--- src/rtl/bf_pair_feeder_if.sv ---
// bf_pair_feeder_if
//  Handshake bundle between the sample source, the pair feeder and the
//  stage-0 butterfly.
//  Input stream:  in_valid/in_ready/in_data/in_last (one sample per handshake).
//  Output stream: out_valid/out_ready/out_x0/out_x1/out_pair/out_first/out_last.
//  Status:        frame_err (one-cycle pulse on a framing error).
//  Handshake rule for both streams: a transfer happens on a rising clk edge
//  where valid and ready are both high. A source holds its payload stable and
//  keeps valid high until the transfer. Ready may change freely and never
//  depends combinationally on valid.
//  Modports: slave = the feeder, master = whoever drives the feeder and
//  consumes its pairs.
interface bf_pair_feeder_if #(
    parameter int DW = 16
) ();
    logic          in_valid;
    logic          in_ready;
    logic [DW-1:0] in_data;
    logic          in_last;
    logic          out_valid;
    logic          out_ready;
    logic [DW-1:0] out_x0;
    logic [DW-1:0] out_x1;
    logic [1:0]    out_pair;
    logic          out_first;
    logic          out_last;
    logic          frame_err;

    modport slave (
        input  in_valid, in_data, in_last, out_ready,
        output in_ready, out_valid, out_x0, out_x1, out_pair,
               out_first, out_last, frame_err
    );

    modport master (
        output in_valid, in_data, in_last, out_ready,
        input  in_ready, out_valid, out_x0, out_x1, out_pair,
               out_first, out_last, frame_err
    );
endinterface

--- src/rtl/bf_pair_feeder.sv ---
// bf_pair_feeder
//  Frame loader for the first radix-2 stage of an 8-point FFT/IFFT.
//  Samples x[0]..x[7] arrive in natural order and are stored in one bank of
//  a two-bank ping-pong buffer. A completed bank is emitted as four operand
//  pairs in bit-reversed DIT order (x0,x4),(x2,x6),(x1,x5),(x3,x7) while the
//  other bank is loaded with the next frame. Data passes unchanged.
//  Ports:
//   clk    rising-edge clock
//   reset  synchronous, active-high; clears the buffer and drops all frames
//   bus    bf_pair_feeder_if.slave (input stream, output pairs, frame_err)
module bf_pair_feeder #(
    parameter int DW = 16
) (
    input  logic                  clk,
    input  logic                  reset,
    bf_pair_feeder_if.slave       bus
);

    logic [DW-1:0] mem [2][8];
    logic [1:0]    bank_full;
    logic [1:0]    bank_full_nxt;
    logic          wr_bank;
    logic [2:0]    wr_idx;
    logic          rd_bank;
    logic [1:0]    rd_pair;
    logic          frame_err_q;

    logic          accept;
    logic          take;
    logic          frame_done;
    logic          frame_bad;
    logic          read_done;
    logic [2:0]    rd_idx0;

    assign bus.in_ready  = !bank_full[wr_bank];
    assign bus.out_valid = bank_full[rd_bank];

    assign accept     = bus.in_valid && bus.in_ready;
    assign take       = bus.out_valid && bus.out_ready;
    assign frame_done = accept && (wr_idx == 3'd7) && bus.in_last;
    // A misplaced in_last or a missing one on the 8th sample both abort the frame.
    assign frame_bad  = accept && ((wr_idx == 3'd7) != bus.in_last);
    assign read_done  = take && (rd_pair == 2'd3);

    // Bit-reversing the 2-bit pair index gives the low half of the first
    // operand's index; the second operand is always 4 positions later.
    assign rd_idx0 = {1'b0, rd_pair[0], rd_pair[1]};

    assign bus.out_x0    = mem[rd_bank][rd_idx0];
    assign bus.out_x1    = mem[rd_bank][rd_idx0 | 3'd4];
    assign bus.out_pair  = rd_pair;
    assign bus.out_first = bus.out_valid && (rd_pair == 2'd0);
    assign bus.out_last  = bus.out_valid && (rd_pair == 2'd3);
    assign bus.frame_err = frame_err_q;

    // The writer only ever fills a non-full bank and the reader only drains a
    // full one, so a set and a clear in the same cycle touch different banks.
    always_comb begin
        bank_full_nxt = bank_full;
        if (read_done) begin
            bank_full_nxt[rd_bank] = 1'b0;
        end
        if (frame_done) begin
            bank_full_nxt[wr_bank] = 1'b1;
        end
    end

    always_ff @(posedge clk) begin
        if (reset) begin
            for (int b = 0; b < 2; b++) begin
                for (int i = 0; i < 8; i++) begin
                    mem[b][i] <= '0;
                end
            end
            bank_full   <= 2'b00;
            wr_bank     <= 1'b0;
            wr_idx      <= 3'd0;
            rd_bank     <= 1'b0;
            rd_pair     <= 2'd0;
            frame_err_q <= 1'b0;
        end else begin
            bank_full   <= bank_full_nxt;
            frame_err_q <= frame_bad;

            if (accept) begin
                mem[wr_bank][wr_idx] <= bus.in_data;
                if (frame_done) begin
                    wr_bank <= ~wr_bank;
                    wr_idx  <= 3'd0;
                end else if (frame_bad) begin
                    wr_idx <= 3'd0;
                end else begin
                    wr_idx <= wr_idx + 3'd1;
                end
            end

            if (take) begin
                if (read_done) begin
                    rd_bank <= ~rd_bank;
                    rd_pair <= 2'd0;
                end else begin
                    rd_pair <= rd_pair + 2'd1;
                end
            end
        end
    end

endmodule

--- src/flat_wrapper.sv ---
// flat-port wrapper written by rule: the top's interface ports become plain ports
module bf_pair_feeder_flat 
#(
    parameter int DW = 16
)
  (clk, reset, bus_in_valid, bus_in_data, bus_in_last, bus_out_ready, bus_in_ready, bus_out_valid, bus_out_x0, bus_out_x1, bus_out_pair, bus_out_first, bus_out_last, bus_frame_err);
  bf_pair_feeder_if #(.DW(DW)) bus_i ();
  input  logic clk;
  input  logic reset;
  input wire logic [$bits(bus_i.in_valid)-1:0] bus_in_valid;
  input wire logic [$bits(bus_i.in_data)-1:0] bus_in_data;
  input wire logic [$bits(bus_i.in_last)-1:0] bus_in_last;
  input wire logic [$bits(bus_i.out_ready)-1:0] bus_out_ready;
  output wire logic [$bits(bus_i.in_ready)-1:0] bus_in_ready;
  output wire logic [$bits(bus_i.out_valid)-1:0] bus_out_valid;
  output wire logic [$bits(bus_i.out_x0)-1:0] bus_out_x0;
  output wire logic [$bits(bus_i.out_x1)-1:0] bus_out_x1;
  output wire logic [$bits(bus_i.out_pair)-1:0] bus_out_pair;
  output wire logic [$bits(bus_i.out_first)-1:0] bus_out_first;
  output wire logic [$bits(bus_i.out_last)-1:0] bus_out_last;
  output wire logic [$bits(bus_i.frame_err)-1:0] bus_frame_err;
  assign bus_i.in_valid = bus_in_valid;
  assign bus_i.in_data = bus_in_data;
  assign bus_i.in_last = bus_in_last;
  assign bus_i.out_ready = bus_out_ready;
  assign bus_in_ready = bus_i.in_ready;
  assign bus_out_valid = bus_i.out_valid;
  assign bus_out_x0 = bus_i.out_x0;
  assign bus_out_x1 = bus_i.out_x1;
  assign bus_out_pair = bus_i.out_pair;
  assign bus_out_first = bus_i.out_first;
  assign bus_out_last = bus_i.out_last;
  assign bus_frame_err = bus_i.frame_err;
  bf_pair_feeder #(.DW(DW)) u_core (.clk(clk), .reset(reset), .bus(bus_i));
endmodule
--- config.mk ---
export PLATFORM = sky130hd
export DESIGN_NAME = bf_pair_feeder_flat
export DESIGN_NICKNAME = d
export VERILOG_FILES = /design/src/rtl/bf_pair_feeder_if.sv /design/src/rtl/bf_pair_feeder.sv /design/src/flat_wrapper.sv
export SDC_FILE = /design/constraint.sdc
export NUM_CORES = 1
export LEC_CHECK = 0
export ABC_AREA = 1
export CORE_ASPECT_RATIO = 1.75
export CORE_MARGIN = 1
export CORE_UTILIZATION = 40
export DETAILED_ROUTE_END_ITERATION = 8
export SLEW_MARGIN = 10
export SYNTH_ARGS = -nofsm -noshare
export SYNTH_HDL_FRONTEND = slang
export SYNTH_SLANG_ARGS = --single-unit
--- constraint.sdc ---
create_clock -name clk -period 4.9 [get_ports clk]
set_clock_uncertainty 0.1 [all_clocks]
set_input_delay 0.735 -clock clk [delete_from_list [all_inputs] [get_ports clk]]
set_output_delay 0.735 -clock clk [all_outputs]
set_load 0.03 [all_outputs]
# --- Word level (Yosys, flattened, before mapping) ---
# Memory sizes are Yosys's and may differ from the RTL's. A register that Yosys moved wholly into a read port is not among the register bits.
# Index checks and enable logic that the tools add are counted.
op_classes:
  n_addsub: 2
  multipliers: 0
  n_div: 0
  order_cmp: 8
  eq_ne: 3
  shifts: 0
  mux: 31
  n_bitwise: 8
  reduce_logical: 16
op_table:
  columns: ["operator", "count"]
  rows:
  - ["2-to-1 mux 128 bit", 3]
  - ["OR reduction 128 bit", 1]
  - ["binary-select mux 16 bit (select 3 bit)", 2]
  - ["2-to-1 mux 16 bit", 5]
  - ["demux 16 bit (select 3 bit)", 1]
  - ["2-to-1 mux 1 bit", 13]
  - ["greater-or-equal comparator 4 bit (second input constant)", 3]
  - ["logical AND 1 bit", 11]
  - ["NOT 3 -> 4 bit", 2]
  - ["2-to-1 mux 2 bit", 3]
  - ["2-to-1 mux 3 bit", 2]
  - ["< comparator 1 x 2 -> 1 bit (second input constant)", 2]
  - ["< comparator 4 x 1 -> 1 bit (second input constant)", 1]
  - ["NOT 2 -> 4 bit", 1]
  - ["AND reduction 2 bit", 2]
  - ["adder 3 x 1 -> 3 bit (second input constant)", 1]
  - ["equality test 3 bit (second input constant)", 1]
  - ["adder 2 x 1 -> 2 bit (second input constant)", 1]
  - ["AND 2 bit", 1]
  - ["demux 1 bit (select 1 bit)", 2]
  - ["equality test 2 bit (second input constant)", 1]
  - ["greater-or-equal comparator 1 bit (second input constant)", 2]
  - ["logical NOT 2 bit", 1]
  - ["NOT 1 bit", 2]
  - ["4 further kinds", 4]
word_totals:
  register_bits: 10
  latch_bits: 0
  ramBits: 256
  mem_bits_ro: 0
  inputBits: 21
  out_inout_bits: 39
  elab_cells: 75
  n_memories: 1
memory_table:
  columns: ["name", "words", "word_bits", "rd", "rd_clocked_by_memory_dff", "write_ports", "line", "text"]
  rows:
  - ["u_core.mem", 2, 128, 1, 1, 2, "bf_pair_feeder.sv:19", "logic [DW-1:0] mem [2][8];"]

# --- Longest topological paths before layout ---
logic_depth:
  word_depth: 9
  ltp_mapped: 8
  depth_no_buf: 7

# --- Worst setup path after synthesis ---
# Ideal clock, no wire load.
synth_timing:
  path_type: "flip-flop to output port"
  start: "register u_core.rd_pair[0] (netlist: u_core.bus.out_pair[0])"
  end: "output bus_out_first"
  arrival_ps: 1621
  required_time_ps: 4065
  slack_ps: 2444
  stages_incl_launch_ff: 7
  path_buffers: 2
  path_cell_list: "dfxtp_1 > clkbuf_1 > clkinv_1 > clkbuf_1 > ha_1 > inv_1 > nor2_1"
synth_between:
  elab_chain_cells: 2
synth_lines:
  columns: ["item", "line", "text"]
  rows:
  - ["from (decl)", "bf_pair_feeder.sv:25", "logic [1:0] rd_pair;"]
  - ["from (signal assigned)", "bf_pair_feeder.sv:102", "rd_pair <= rd_pair + 2'd1;"]
  - ["logical NOT 2 bit", "bf_pair_feeder.sv:52", "assign bus.out_first = bus.out_valid && (rd_pair == 2'd0);"]
  - ["logical AND 1 bit", "bf_pair_feeder.sv:52", null]
  - ["to (decl)", "flat_wrapper.sv:19", "output wire logic [$bits(bus_i.out_first)-1:0] bus_out_first;"]
# Every way passes these cells.

==> metrics.yaml <==
outcome:
  run_status: "complete, no violations"
power:
  design_power_total_mw: 4.80
  power.static_leakage_nw: 5.18
  power_switching_share_pct: 22.5
  power.internal_mw: 3.72
  vdd_drop_max_mv: 0.240
  power_density_over_the_cells_nw_per_um2: 357
  comb_pwr_share_pct: 5.8
  power.share.clock_pct: 39.1
  net-switching-power_mw: 1.08
  sequentialPowerShare_pct: 55.1
cts:
  cts_tree: "done"
  post_cts.repair.setup_buffers: 0
  clkTransAtPathRegs_ps: 70
  hold_fix_buffers_cts: 0
  clock_net_sink_count: 267
  htree_num_levels: 1
  tritoncts.num_buffers: 22
  cts_buffer_depth: 3
  clk_latency_ps: 510
  clk_root_buffer_cell: "clkbuf_16"
  ctsResizeCount: 0
grt:
  first_pass_grt_wire_length_um: 44900
  grt_overflow: 0
  antenna_violations_before_repair: 0
  grt_start_max_net_pins: 68
  grt_util_all_layers_pct: 19.3
  grt_pass1_vias: 7727
critical_path:
  setup.reg_to_reg.worst_slack_ps: 1870
  crit_chain: "clkinv_2 > buf_12 > o21ai_0 > nand2_1 > nand2_1 > nand2_1 > clkdlybuf4s50_1"
  crit_type: "reg -> out"
  r2r-start: "u_core.wr_bank"
  slowest_delay_ps: 630
  crit_arrival_ps: 3010
  timing.critical_path.to_type: "output pin"
  cp-start-kind: "flip-flop"
  worst_path_max_delay_cell: "clkdlybuf4s50_1"
  worst-path-max-fanout: 58
  crit_required_ps: 4070
  rr_endpoint: "u_core.mem[0][24]"
  worst_r2r_path_depth: 6
  cp_top_delay_family: "buffers and inverters"
  cp.buffers_inverters: 3
  cp_common_cell: "nand2_1"
die:
  core-area_um2: 28800
  initial_core_util_pct: 40.9
  cell_row_count: 82
  die_area_um2: 30200
  die_y_um: 229
  die_width_um: 132
  pin_count: 60
yosys:
  synth_sequential_area_ratio_pct: 67.1
  prevailing_post_synth_register_cell: "edfxtp_1"
  synth_fp_nets: 1189
  ys_seq_elements: 267
  postSynthCellCount: 1164
  yosys_warnings: 0
  synth_edf_count: 256
  synthesis.area_per_instance_um2: 10.1
  ys_async_sr_fraction_pct: 0
  netlist_area_um2: 11800
  yosys.cell_types.count: 23
sta:
  max_slew.worst_pin.slew_ps: 857
  final.setup.tns_ps: 0
  hold_violations: 0
  report.final.setup_viol: 0
  worst_slew_margin_rel_pct: 42.8
  timing.final.crit_share_pct: 78.5
  layout_min_cycle_time_ps: 3840
  final_critical_path_setup_slack_ps: 1060
  timing_max_transition_violations_final: 0
  max_fclk_mhz: 260
  grt_setup_unrepaired: "false"
placement:
  postPlaceCellArea_um2: 12700
  place_congestion: 0.808
  detailed_place_hpwl_um: 18900
  io_buffer_count: 59
  placement.setup.worst_slack_ps: 1330
routing:
  drt_iter0_markers: 729
  ant_nets: 0
  wirelength_um: 28600
  dr_total_vias: 8073
  viasPerCell: 5.07
  average_routed_wire_per_standard_cell_um: 18.0
  drtPass1Iterations: 5
  post-route-drc-count: 0
flow_run:
  max_cap_violations: 0
hold_path:
  hold_crit_endpoint: "u_core.wr_idx[1]"
  hold_removal_path_class: "reg -> reg"
  whs_path_depth: 2
  min_from: "u_core.wr_idx[1]"
final_layout:
  drive_above_1_share_pct: 6.43
  finish.net_count: 1222
  fin_area_um2: 13400
  insertedDiodeCount: 0
  flow.area_growth_from_synthesis_pct: 14.0
  finalCoreUtilization_pct: 46.6
==> power by group through the flow <==
stage	clock (mW)	combinational (mW)	sequential, mW
after floorplan	0	0.165	2.68
after global placement	0	0.277	2.69
after detailed placement	0	0.280	2.69
after CTS	1.91	0.281	2.64
after global routing	1.99	0.306	2.65
final	1.88	0.276	2.64
==> worst register-to-register path: cells and delay by family (launching register included) <==
family,cells,cell delay [ps]
buffers and inverters,1,310
DFF,1,600
and+or+nand+nor,5,1660
==> Yosys cell counts (2+ instances only) <==
master,number,area (um2)
edfxtp_1,256,7690
buf_6,9,101
buf_1,9,33.8
inv_2,6,22.5
clkbuf_1,28,105
clkinv_1,17,63.8
nand2_2,2,12.5
nor3_1,23,115
buf_2,21,105
nor2_1,413,1550
nand2_1,192,721
o21ai_0,9,45.0
a31o_2,2,17.5
nand3_4,9,158
nand4_1,4,25.0
a21oi_1,4,20.0
dfxtp_1,11,220
inv_1,9,33.8
nand3_1,4,20.0
o21ai_1,130,651
ha_1,4,50.1
==> cells in the final DEF (no fill, tap or decap) <==
master,instances
nand4_1,4
inv_1,9
ha_1,4
clkbuf_16,23
inv_2,5
clkinvlp_4,6
nand3_2,1
bufinv_16,3
edfxtp_1,256
clkdlybuf4s50_1,59
nand3_4,9
dfxtp_4,1
nand2_1,192
nor3_1,23
inv_8,1
inv_6,2
o21ai_0,9
buf_4,15
o21ai_1,130
buf_12,2
nor2_1,413
clkinv_1,19
nand3_1,4
clkinv_4,2
dfxtp_1,9
a21oi_1,4
nand2_2,2
nor2_8,1
a31o_2,2
clkinv_2,2
dfxtp_2,1
==> layer usage <==
layer | wire [um] | part of all wire (%) | global-route usage, % | up-vias
li1 | - | - | - | 3946
met1 | 11800 | 41 | 24.3 | 3838
met2 | 14600 | 51 | 33.7 | 236
met3 | 1360 | 4.7 | 2.04 | 53
met4 | 853 | 3.0 | 7.67 | 0
met5 | 0 | 0 | 0 | -
==> flip-flops by register name, indices dropped and copies added, names as in the netlist, named ones only <==
name                  flops
u_core.bus.out_pair       2
u_core.wr_idx             3
u_core.mem              256
u_core.wr_bank            1
u_core.rd_bank            1
u_core.bus.frame_err      1
u_core.bank_full          2
==> kinds of logic after synthesis <==
family / after synthesis / synth area share, %
buffers and inverters: 99 / 3.95
DFF: 267 / 67.1
adders and majority gates: 4 / 0.425
AOI/OAI and AO/OA: 145 / 6.22
and+or+nand+nor: 649 / 22.3
==> how the worst max path moves through the flow <==
stage | slack, ps | start | cells past startpoint | to
floorplan | 2440 | u_core.bus.out_pair[0] | 6 | bus_out_first
global route | 890 | flip-flop | 7 | bus_out_x0[4]
detailed placement | 1330 | reset | 5 | u_core.mem[1][62]
global placement | 1480 | reset | 5 | u_core.mem[1][35]
finish | 1060 | flip-flop | 7 | bus_out_x0[2]
CTS | 1030 | flip-flop | 7 | bus_out_x0[2]
==> area by class of cell <==
| class | instances | area [um2] |
|---|---|---|
| Clock buffer | 23 | 576 |
| Inverter | 32 | 121 |
| Fill cell | 2643 | 15400 |
| Multi-Input combinational cell | 798 | 3410 |
| Timing Repair Buffer | 76 | 743 |
| Sequential cell | 267 | 7910 |
| Clock inverter | 17 | 194 |
| Tap cell | 378 | 473 |
==> stage by stage <==
| step | hold slack, ps | instances |
|---|---|---|
| 2_1_floorplan | 410 | 1164 |
| 3_3_place_gp | 452 | 1551 |
| 3_5_place_dp | 450 | 1551 |
| 4_1_cts | 461 | 1591 |
| 5_1_grt | 494 | 1591 |
| 6_report | 455 | 1591 |
Power figures use the tool's default switching activity.
